`src/rtl/bist_fail_logger.sv`:
```
// bist_fail_logger
//   Result-side companion to the SRAM MBIST engine. Watches the per-read
//   compare stream, keeps sticky pass/fail and overflow flags plus a
//   saturating failure count, and logs the first DEPTH failing reads
//   (address + XOR syndrome) in a small FIFO that a host drains through a
//   valid/ready port.
//
// Ports
//   clk, rst            clock, synchronous active-high reset
//   test_start          pulse: clear log/status and begin capture
//   test_done           pulse: engine finished its sequence
//   cmp_valid/addr/expected/actual
//                       one readback compare per cycle
//   log_valid/ready     FIFO head handshake (pop = valid && ready)
//   log_addr/syndrome   head entry, zero while the FIFO is empty
//   log_bit             lowest set bit index of log_syndrome
//   fail, overflow      sticky status since test_start
//   fail_count          saturating mismatch count since test_start
//   busy, done          state == CAPTURE / state == REPORT
module bist_fail_logger #(
    parameter int ADDR_W = 6,
    parameter int DATA_W = 8,
    parameter int DEPTH  = 4,
    parameter int CNT_W  = 10
) (
    input  logic                      clk,
    input  logic                      rst,
    input  logic                      test_start,
    input  logic                      test_done,
    input  logic                      cmp_valid,
    input  logic [ADDR_W-1:0]         cmp_addr,
    input  logic [DATA_W-1:0]         cmp_expected,
    input  logic [DATA_W-1:0]         cmp_actual,
    output logic                      log_valid,
    input  logic                      log_ready,
    output logic [ADDR_W-1:0]         log_addr,
    output logic [DATA_W-1:0]         log_syndrome,
    output logic [$clog2(DATA_W)-1:0] log_bit,
    output logic                      fail,
    output logic                      overflow,
    output logic [CNT_W-1:0]          fail_count,
    output logic                      busy,
    output logic                      done
);

    localparam int PTR_W = $clog2(DEPTH);
    localparam int BIT_W = $clog2(DATA_W);
    localparam logic [PTR_W:0] FULL_COUNT = (PTR_W + 1)'(DEPTH);

    typedef enum logic [1:0] {
        IDLE    = 2'd0,
        CAPTURE = 2'd1,
        REPORT  = 2'd2
    } state_t;

    state_t state;
    state_t state_next;

    logic [ADDR_W-1:0] mem_addr [DEPTH];
    logic [DATA_W-1:0] mem_syn  [DEPTH];
    logic [PTR_W-1:0]  wr_ptr;
    logic [PTR_W-1:0]  rd_ptr;
    logic [PTR_W:0]    count;

    logic [DATA_W-1:0] syndrome;
    logic              mismatch;
    logic              full;
    logic              pop;
    logic              push;
    logic              drop;
    logic [DATA_W-1:0] head_syn;

    always_ff @(posedge clk) begin
        if (rst) begin
            state <= IDLE;
        end else begin
            state <= state_next;
        end
    end

    always_comb begin
        state_next = state;
        case (state)
            IDLE:    if (test_start) state_next = CAPTURE;
            CAPTURE: begin
                if (test_start)     state_next = CAPTURE;
                else if (test_done) state_next = REPORT;
            end
            REPORT:  if (test_start) state_next = CAPTURE;
            default: state_next = IDLE;
        endcase
    end

    // A compare arriving with test_start is discarded, since that edge clears
    // the log; so mismatch excludes it.
    always_comb begin
        syndrome  = cmp_expected ^ cmp_actual;
        mismatch  = (state == CAPTURE) && !test_start && cmp_valid && (syndrome != '0);
        full      = (count == FULL_COUNT);
        log_valid = (count != '0);
        pop       = log_valid && log_ready;
        // A full FIFO still accepts when the head leaves in the same cycle.
        push      = mismatch && (!full || pop);
        drop      = mismatch && full && !pop;
        busy      = (state == CAPTURE);
        done      = (state == REPORT);
    end

    always_comb begin
        head_syn     = log_valid ? mem_syn[rd_ptr] : '0;
        log_syndrome = head_syn;
        log_addr     = log_valid ? mem_addr[rd_ptr] : '0;
        // Scan downwards so the last hit is the lowest set bit.
        log_bit      = '0;
        for (int unsigned i = DATA_W; i > 0; i--) begin
            if (head_syn[i-1]) log_bit = BIT_W'(i - 1);
        end
    end

    always_ff @(posedge clk) begin
        if (!rst && push) begin
            mem_addr[wr_ptr] <= cmp_addr;
            mem_syn[wr_ptr]  <= syndrome;
        end
    end

    always_ff @(posedge clk) begin
        if (rst || test_start) begin
            wr_ptr     <= '0;
            rd_ptr     <= '0;
            count      <= '0;
            fail       <= 1'b0;
            overflow   <= 1'b0;
            fail_count <= '0;
        end else begin
            if (push) wr_ptr <= wr_ptr + PTR_W'(1);
            if (pop)  rd_ptr <= rd_ptr + PTR_W'(1);
            if (push && !pop)      count <= count + (PTR_W + 1)'(1);
            else if (pop && !push) count <= count - (PTR_W + 1)'(1);
            if (mismatch) begin
                fail <= 1'b1;
                if (fail_count != '1) fail_count <= fail_count + CNT_W'(1);
            end
            if (drop) overflow <= 1'b1;
        end
    end

endmodule

```
`config.mk`:
```
export PLATFORM = sky130hd
export DESIGN_NAME = bist_fail_logger
export DESIGN_NICKNAME = d
export VERILOG_FILES = /design/src/rtl/bist_fail_logger.sv
export SDC_FILE = /design/constraint.sdc
export NUM_CORES = 1
export LEC_CHECK = 0
export ABC_AREA = 0
export CAP_MARGIN = 30
export CORE_AREA = 2 2 140 115
export DETAILED_ROUTE_END_ITERATION = 8
export DIE_AREA = 0 0 142 117
export HOLD_SLACK_MARGIN = 0.15
export PLACE_DENSITY_LB_ADDON = 0.08
export SETUP_SLACK_MARGIN = 0.5
export SLEW_MARGIN = 20
export SYNTH_ARGS = -nofsm -noshare
export SYNTH_HDL_FRONTEND = slang
export SYNTH_SLANG_ARGS = --single-unit
export TNS_END_PERCENT = 100
```
`constraint.sdc`:
```
create_clock -name clk -period 3.2 [get_ports clk]
set_input_delay 0.64 -clock clk [delete_from_list [all_inputs] [get_ports clk]]
set_output_delay 0.64 -clock clk [all_outputs]
set_load 0.05 [all_outputs]
```
### Word-level counts from Yosys, hierarchy flattened

Memories as Yosys holds them, arrays and structs flattened. A register that Yosys moved wholly into a read port is not among the register bits.
Index checks and enable logic that the tools add are counted.

| cells by class | value |
|---|---|
| $add $sub $neg | 5 |
| equal/unequal tests | 6 |
| mux-type cells | 22 |
| bitwise logic cells | 1 |
| reductions and logical operators | 24 |

Operators by type and width:

| kind | count |
|---|---|
| 2-to-1 mux 3 bit | 10 |
| 2-to-1 mux 2 bit | 7 |
| adder 10 x 1 -> 10 bit, second input constant | 1 |
| logical AND 1 bit | 10 |
| inequality test 10 bit, second input constant | 1 |
| 2-to-1 mux 8 bit | 1 |
| nonzero test 8 bit | 1 |
| bitwise XOR 8 bit | 1 |
| 2-to-1 mux 6 bit | 1 |
| zero test 1 bit | 5 |
| adder 2 x 1 -> 2 bit, second input constant | 2 |
| one-hot mux 2 bit (2 select lines) | 1 |
| AND reduction 2 bit | 2 |
| adder 3 x 1 -> 3 bit, second input constant | 1 |
| == test 3 bit, second input constant | 1 |
| inequality test 3 bit, second input constant | 1 |
| nonzero test 3 bit | 1 |
| subtractor 3 x 1 -> 3 bit, second input constant | 1 |
| == test 2 x 1 -> 1 bit, second input constant | 1 |
| == test 2 bit, second input constant | 1 |
| zero test 2 bit | 1 |
| logical OR 1 bit | 2 |
| 2-to-1 mux 1 bit | 2 |
| inequality test 2 x 1 -> 1 bit, second input constant | 1 |
| other kinds (2) | 2 |

| word-level totals | value |
|---|---|
| register bits after elaboration | 21 |
| bits in writable memories | 56 |
| input port bits | 28 |
| output and inout bits | 32 |
| logic and storage cells | 67 |
| memories | 2 |

Memories:

| name | words | bits a word | rd ports | clocked after Yosys merged registers in | wr ports | line | text |
|---|---|---|---|---|---|---|---|
| mem_syn | 4 | 8 | 1 | 1 | 1 | 60 | `logic [DATA_W-1:0] mem_syn [DEPTH];` |
| mem_addr | 4 | 6 | 1 | 1 | 1 | 59 | `logic [ADDR_W-1:0] mem_addr [DEPTH];` |

### Logic depth before layout (Yosys ltp)

Gate-level depths: netlist (run 1).

| depth | value |
|---|---|
| depth after elaboration | 10 |
| mapped depth | 9 |
| depth with buffers taken out | 9 |

### Worst setup path after synthesis (run 1)

OpenSTA, ideal clock, no wires.

| path | value |
|---|---|
| kind | reg-to-output |
| start point | reg with a tool-made name |
| end point | out log_bit[2] |
| arrival time | 2.601 ns |
| data required time | 2.560 ns |
| path slack | -0.041 ns |
| cell stages (with the launch flop) | 6 |
| buffers on the path | 2 |
| cells stage by stage | dfxtp_1 buf_6 buf_6 mux4_2 and2_1 a2111oi_2 |

RTL lines:

| element | line | text |
|---|---|---|
| end: declaration | 38 | `output logic [$clog2(DATA_W)-1:0] log_bit,` |

==> impl_metrics.env, run 1 <==
export IMPL_status="finished clean"
export IMPL_crit_path_start_kind="flip-flop"
export IMPL_whs_ns=0.447
export IMPL_fp_dieH_um=117
export IMPL_cts_root_buf="clkbuf_16"
export IMPL_grt_pass1_wl_um=12900
export IMPL_crit_path_top_delay_cell="mux4_2"
export IMPL_min_period_over_period=0.877
export IMPL_core_rowCount=41
export IMPL_total_power_w=0.00246
export IMPL_wl_per_cell_um=15.8
export IMPL_crit_path_end_kind="output pin"
export IMPL_hp_class="flip-flop to flip-flop"
export IMPL_coreArea_sq_mm=0.0153
export IMPL_numCtsBuffers=9
export IMPL_report_final_slew_viol_count=0
export IMPL_syn_area_sq_mm=0.00343
export IMPL_drc_errors=0
export IMPL_required_ns=2.56
export IMPL_fin_nets=366
export IMPL_crit_path_max_incr_delay_ns=0.54
export IMPL_gp_congestion=0.693
export IMPL_utilization=0.323
export IMPL_ir_worst_vdd_uv=321
export IMPL_path_max_fanout=6
export IMPL_hp_start="fail$_SDFFE_PP0P_"
export IMPL_maxCapViolCount=0
export IMPL_netlist_area_leader_share=0.490
export IMPL_port_buffers=59
export IMPL_routed_wirelength_um=8350
export IMPL_detail_route_antenna_nets=0
export IMPL_avgSynthCellArea_sq_um=14.5
export IMPL_p_leak_nw=1.73
export IMPL_placed_area_sq_mm=0.00442
export IMPL_die_width_um=142
export IMPL_rr_worst_depth=9
export IMPL_ys_async_sr_fraction=0
export IMPL_synth_edf_count=56
export IMPL_synth_nets=271
export IMPL_hold_end="fail$_SDFFE_PP0P_"
export IMPL_crit_arrival_ns=2.17
export IMPL_synth_warnings=0
export IMPL_cts_tree="built"
export IMPL_setup_viol=0
export IMPL_p_per_area_mw_per_mm2=495
export IMPL_regToRegEndpoint="count[2]$_SDFFE_PP0P_"
export IMPL_viasPerCell=4.23
export IMPL_die_area_sq_mm=0.0166
export IMPL_numClockSinks=79
export IMPL_finalCriticalPeriod_ns=2.81
export IMPL_ys_types=43
export IMPL_antenna_found_initial=0
export IMPL_finalHoldViolations=0
export IMPL_grt_total_usage=0.107
export IMPL_area_delta_synth_final_pct=44.5
export IMPL_fillers=1509
export IMPL_r2r_start="state[0]$_SDFFE_PP0P_"
export IMPL_max_freq_ghz=0.356
export IMPL_first_pass_iters=4
export IMPL_io_pins=60
export IMPL_ys_seq_area_frac=0.624
export IMPL_ff2ff_setup_slack_ns=0.85
export IMPL_clock_latency_ns=0.33
export IMPL_drive_gt1_frac=0.321
export IMPL_initial_core_util=0.224
export IMPL_first_global_vias=2212
export IMPL_worstPathCellList="buf_12 > mux4_2 > and2_4 > a2111oi_4 > buf_12"
export IMPL_drt_initial_drc_count=114
export IMPL_holdBufCountCts=0
export IMPL_worst_pin_slew_ns=0.616
export IMPL_rsz0062_at_grt="yes"
export IMPL_ys_flop_type="edfxtp_1"
export IMPL_vias=2236
export IMPL_antenna_cells=0
export IMPL_criticalPathCategory="flip-flop to output pin"
export IMPL_synth_top_area_cell="edfxtp_1"
export IMPL_clock_skew_final_ns=0.00719
export IMPL_hold_depth=2
export IMPL_hpwl_um=5620
export IMPL_grt_max_degree=20
export IMPL_max_slew_margin_rel=0.588
export IMPL_ys_top_cells_by_area="edfxtp_1 (49%), dfxtp_1 (13%), mux4_2 (9.2%)"
export IMPL_clockBufferDepth=2
export IMPL_clk_pin_slew_ns=0.05
export IMPL_synth_seq_cells=79
export IMPL_stdcell_area_sq_mm=0.00496
export IMPL_htree_levels=3
export IMPL_synthCells=236
export IMPL_grt_overflow=0
export IMPL_cp_common_cell="buf_12"
## repair_timing
action / in CTS / in global routing
endpoints found under the hold margin: 0 / 0
resized for setup: 44 / 5
setup buffers: 13 / 1
pin swaps: 20 / 9
endpoints found under the setup margin: 5 / 5
cloned: 1 / 0
## synth_stat cells, types with 2 or more instances
cell type	n
edfxtp_1	56
mux4_2	14
a21oi_1	7
clkbuf_1	4
o31ai_1	5
nor2_1	13
nor4_1	2
nor3_1	4
buf_6	3
or3_1	5
a21oi_2	3
dfxtp_1	23
nand3_1	5
nand2_1	8
o21ai_1	3
xor2_1	12
ha_1	6
and2_1	17
o21a_1	2
or4_4	2
inv_1	9
mux2i_1	5
o21ai_0	4
or4_1	4
nor2b_1	2
## cell usage in the layout (no fill, tap or decap), types with 3 or more instances in the layout
master / count
nor2_1: 12
xor2_1: 6
clkdlybuf4s50_1: 25
dlygate4sd2_1: 15
inv_1: 7
a21oi_2: 4
nand2_1: 8
o21ai_1: 3
buf_4: 40
nor3_1: 3
o31ai_1: 4
mux2i_1: 5
a21oi_1: 6
or4_1: 4
edfxtp_1: 56
nand3_1: 5
and2_1: 12
xor2_2: 6
or3_1: 5
mux4_2: 14
ha_1: 5
and2_4: 5
clkbuf_16: 9
buf_12: 8
clkinv_1: 4
dfxtp_1: 22
## how the worst max path moves through the flow
stage,from,end
detailed placement,cmp_expected[0],count[2]$_SDFFE_PP0P_
floorplan,flip-flop,log_bit[2]
CTS,flip-flop,log_bit[0]
finish,flip-flop,log_bit[2]
global placement,cmp_actual[7],count[2]$_SDFFE_PP0P_
global route,flip-flop,log_bit[2]
## worst max-delay path, delay by kind of cell (launching register included)
| kind | cells | cell delay (ns) |
|---|---|---|
| AOI/OAI and AO/OA | 1 | 0.38 |
| buffers and inverters | 2 | 0.32 |
| DFF | 1 | 0.39 |
| muxes | 1 | 0.54 |
| and+or+nand+nor | 1 | 0.20 |
## logic make-up (layout without fill, tap and decap cells)
| kind of cell | after synthesis | count (layout) | share of synthesized area |
|---|---|---|---|
| flops | 79 | 79 | 0.624 |
| simple gates | 69 | 69 | 0.116 |
| compound gates | 32 | 32 | 0.0674 |
| mux | 19 | 19 | 0.106 |
| buf+inv | 17 | 117 | 0.0255 |
| xor+xnor | 13 | 13 | 0.0332 |
| fa+ha+maj | 7 | 7 | 0.0277 |
## per-layer routing
| metal | share of wire | vias to the layer above | GRT usage |
|---|---|---|---|
| met5 | 0 | - | 0 |
| met4 | 0.014 | 0 | 0.0340 |
| met3 | 0.048 | 6 | 0.0378 |
| met2 | 0.45 | 46 | 0.166 |
| met1 | 0.49 | 1105 | 0.141 |
| li1 | - | 1079 | - |
## metrics by stage
| step | setup slack [ns] | TNS, ns | instances |
|---|---|---|---|
| 2_1_floorplan | 0.322 | 0 | 236 |
| 3_3_place_gp | 0.0518 | 0 | 498 |
| 3_5_place_dp | -0.0308 | -0.0308 | 498 |
| 4_1_cts | 0.353 | 0 | 528 |
| 5_1_grt | 0.291 | 0 | 529 |
| 6_report | 0.393 | 0 | 529 |
## sequential cells by signal (all words and copies together) (netlist names), named ones only
register and flops:
fail_count 10, wr_ptr 2, fail 1, rd_ptr 2, mem_addr 24, count 3
overflow 1, state 2, mem_syn 32
## where the power goes
group / internal, W / switching, W
clock network: 0.000672 / 0.000374
registers: 0.00111 / 0.00000475
logic: 0.000133 / 0.000164
## final cells by class
type	instances	area, sq um	area share
Clock buffer	10	229	0.0462
Multi-Input combinational cell	140	1330	0.268
Clock inverter	6	75.1	0.0151
Inverter	9	33.8	0.00681
Sequential cell	79	2150	0.433
Tap cell	193	241	0.0487
Timing Repair Buffer	92	906	0.183
Power figures use the tool's default switching activity.
==> run 2, diff against run 1 <==
- GPL_ROUTABILITY_DRIVEN: unset -> 0
==> results of run 2 <==
The final DEF is identical to that of run 1; final timing and power are the same.
==> run 3, diff against run 2 <==
- DONT_BUFFER_PORTS: unset -> 1
==> impl_metrics.env, run 3 (synthesized netlist as in run 1, its figures left out) <==
export IMPL_status="finished clean"
export IMPL_drive_gt1_frac=0.299
export IMPL_max_freq_ghz=0.354
export IMPL_top_register="mem_syn"
export IMPL_core_rowCount=41
export IMPL_multiInputGateArea_sq_mm=0.00131
export IMPL_antenna_cells=0
export IMPL_max_slew_margin_rel=0.342
export IMPL_initial_core_util=0.224
export IMPL_crit_path_max_incr_delay_ns=0.57
export IMPL_report_final_slew_viol_count=0
export IMPL_hp_class="primary input to flip-flop"
export IMPL_wl_per_cell_um=17.7
export IMPL_vias=2016
export IMPL_htree_levels=3
export IMPL_coreArea_sq_mm=0.0153
export IMPL_p_per_area_mw_per_mm2=529
export IMPL_numClockSinks=79
export IMPL_crit_arrival_ns=2.18
export IMPL_dp_slack_ns=0.262
export IMPL_finalHoldViolations=0
export IMPL_rsz0062_at_grt="yes"
export IMPL_numCtsBuffers=9
export IMPL_criticalPathCategory="flip-flop to output pin"
export IMPL_path_max_fanout=5
export IMPL_crit_path_start_kind="flip-flop"
export IMPL_worstPathCellList="buf_8 > mux4_2 > and2_4 > a2111oi_4 > buf_12"
export IMPL_maxCapViolCount=0
export IMPL_fillers=1551
export IMPL_setup_slack_ns=0.376
export IMPL_worst_pin_slew_ns=0.985
export IMPL_utilization=0.277
export IMPL_clockBufferDepth=2
export IMPL_routed_wirelength_um=8230
export IMPL_fp_dieH_um=117
export IMPL_cp_num_buf_inv=2
export IMPL_top_regs="mem_syn x32, mem_addr x24, fail_count x10"
export IMPL_crit_path_end_kind="output pin"
export IMPL_drt_initial_drc_count=117
export IMPL_tns_ns=0
export IMPL_ir_worst_vdd_uv=254
export IMPL_cts_root_buf="clkbuf_16"
export IMPL_finalCriticalPeriod_ns=2.82
export IMPL_crit_path_top_delay_cell="mux4_2"
export IMPL_grt_overflow=0
export IMPL_clk_pin_slew_ns=0.06
export IMPL_first_pass_iters=4
export IMPL_antenna_found_initial=0
export IMPL_mostFrequentLayoutCells="edfxtp_1 (56), dfxtp_1 (22), buf_4 (22)"
export IMPL_die_area_sq_mm=0.0166
export IMPL_first_global_vias=2065
export IMPL_drc_errors=0
export IMPL_required_ns=2.56
export IMPL_seq_area_sq_mm=0.00215
export IMPL_fin_nets=301
export IMPL_largest_reg_flops=32
export IMPL_hpwl_um=5490
export IMPL_area_delta_synth_final_pct=23.6
export IMPL_p_leak_nw=1.37
export IMPL_setup_viol=0
export IMPL_clock_skew_final_ns=0.00678
export IMPL_clock_latency_ns=0.34
export IMPL_min_period_over_period=0.882
export IMPL_whs_ns=0.373
export IMPL_io_pins=60
export IMPL_die_width_um=142
export IMPL_detail_route_antenna_nets=0
export IMPL_final_common_cell="edfxtp_1"
export IMPL_total_power_w=0.00225
export IMPL_port_buffers=0
export IMPL_grt_max_degree=20
export IMPL_crit_family="multiplexers"
export IMPL_cts_tree="built"
export IMPL_viasPerCell=4.34
export IMPL_grt_total_usage=0.106
export IMPL_holdBufCountCts=0
export IMPL_grt_pass1_wl_um=12600
[run 3: per-stage QoR]
step                cell area (sq um)  std cells
floorplan                        3450        236
global placement                 3810        440
detailed placement               3810        440
CTS                              4190        464
global route                     4240        464
finish                           4240        464
[run 3: repair_timing]
action                                  4_1_cts  5_1_grt
cloned                                        1        0
resized for setup                            18       12
endpoints found under the setup margin        3        4
buffers inserted                              7        0
pin swaps                                     5        4
endpoints found under the hold margin         0        0
[run 3: report_power, final]
group	switching, W	internal, W
registers	0.00000627	0.00111
clock network	0.000379	0.000524
logic	0.000143	0.0000860
[run 3: routing by layer]
layer  track usage  vias to the layer above  wire length (um)
li1              -                      949                 -
met2         0.158                       48              3730
met1         0.145                     1010              3970
met5             0                        -                 0
met4        0.0360                        0               112
met3        0.0362                        9               416
[run 3: path summary, 6_finish.rpt]
path | cells after the start | to | slack, ns | from
max | 5 | log_bit[2] | 0.38 | flip-flop
min | 1 | state[0]$_SDFFE_PP0P_ | 0.37 | rst
max reg2reg | 9 | count[2]$_SDFFE_PP0P_ | 0.75 | state[0]$_SDFFE_PP0P_
min reg2reg | 1 | state[0]$_SDFFE_PP0P_ | 0.46 | state[1]$_SDFFE_PP0P_
[run 3: layout make-up]
type | count | share of cell area
Clock inverter | 2 | 0.00236
Clock buffer | 14 | 0.0575
Timing Repair Buffer | 27 | 0.0610
Tap cell | 193 | 0.0569
Multi-Input combinational cell | 140 | 0.309
Inverter | 9 | 0.00796
Sequential cell | 79 | 0.506
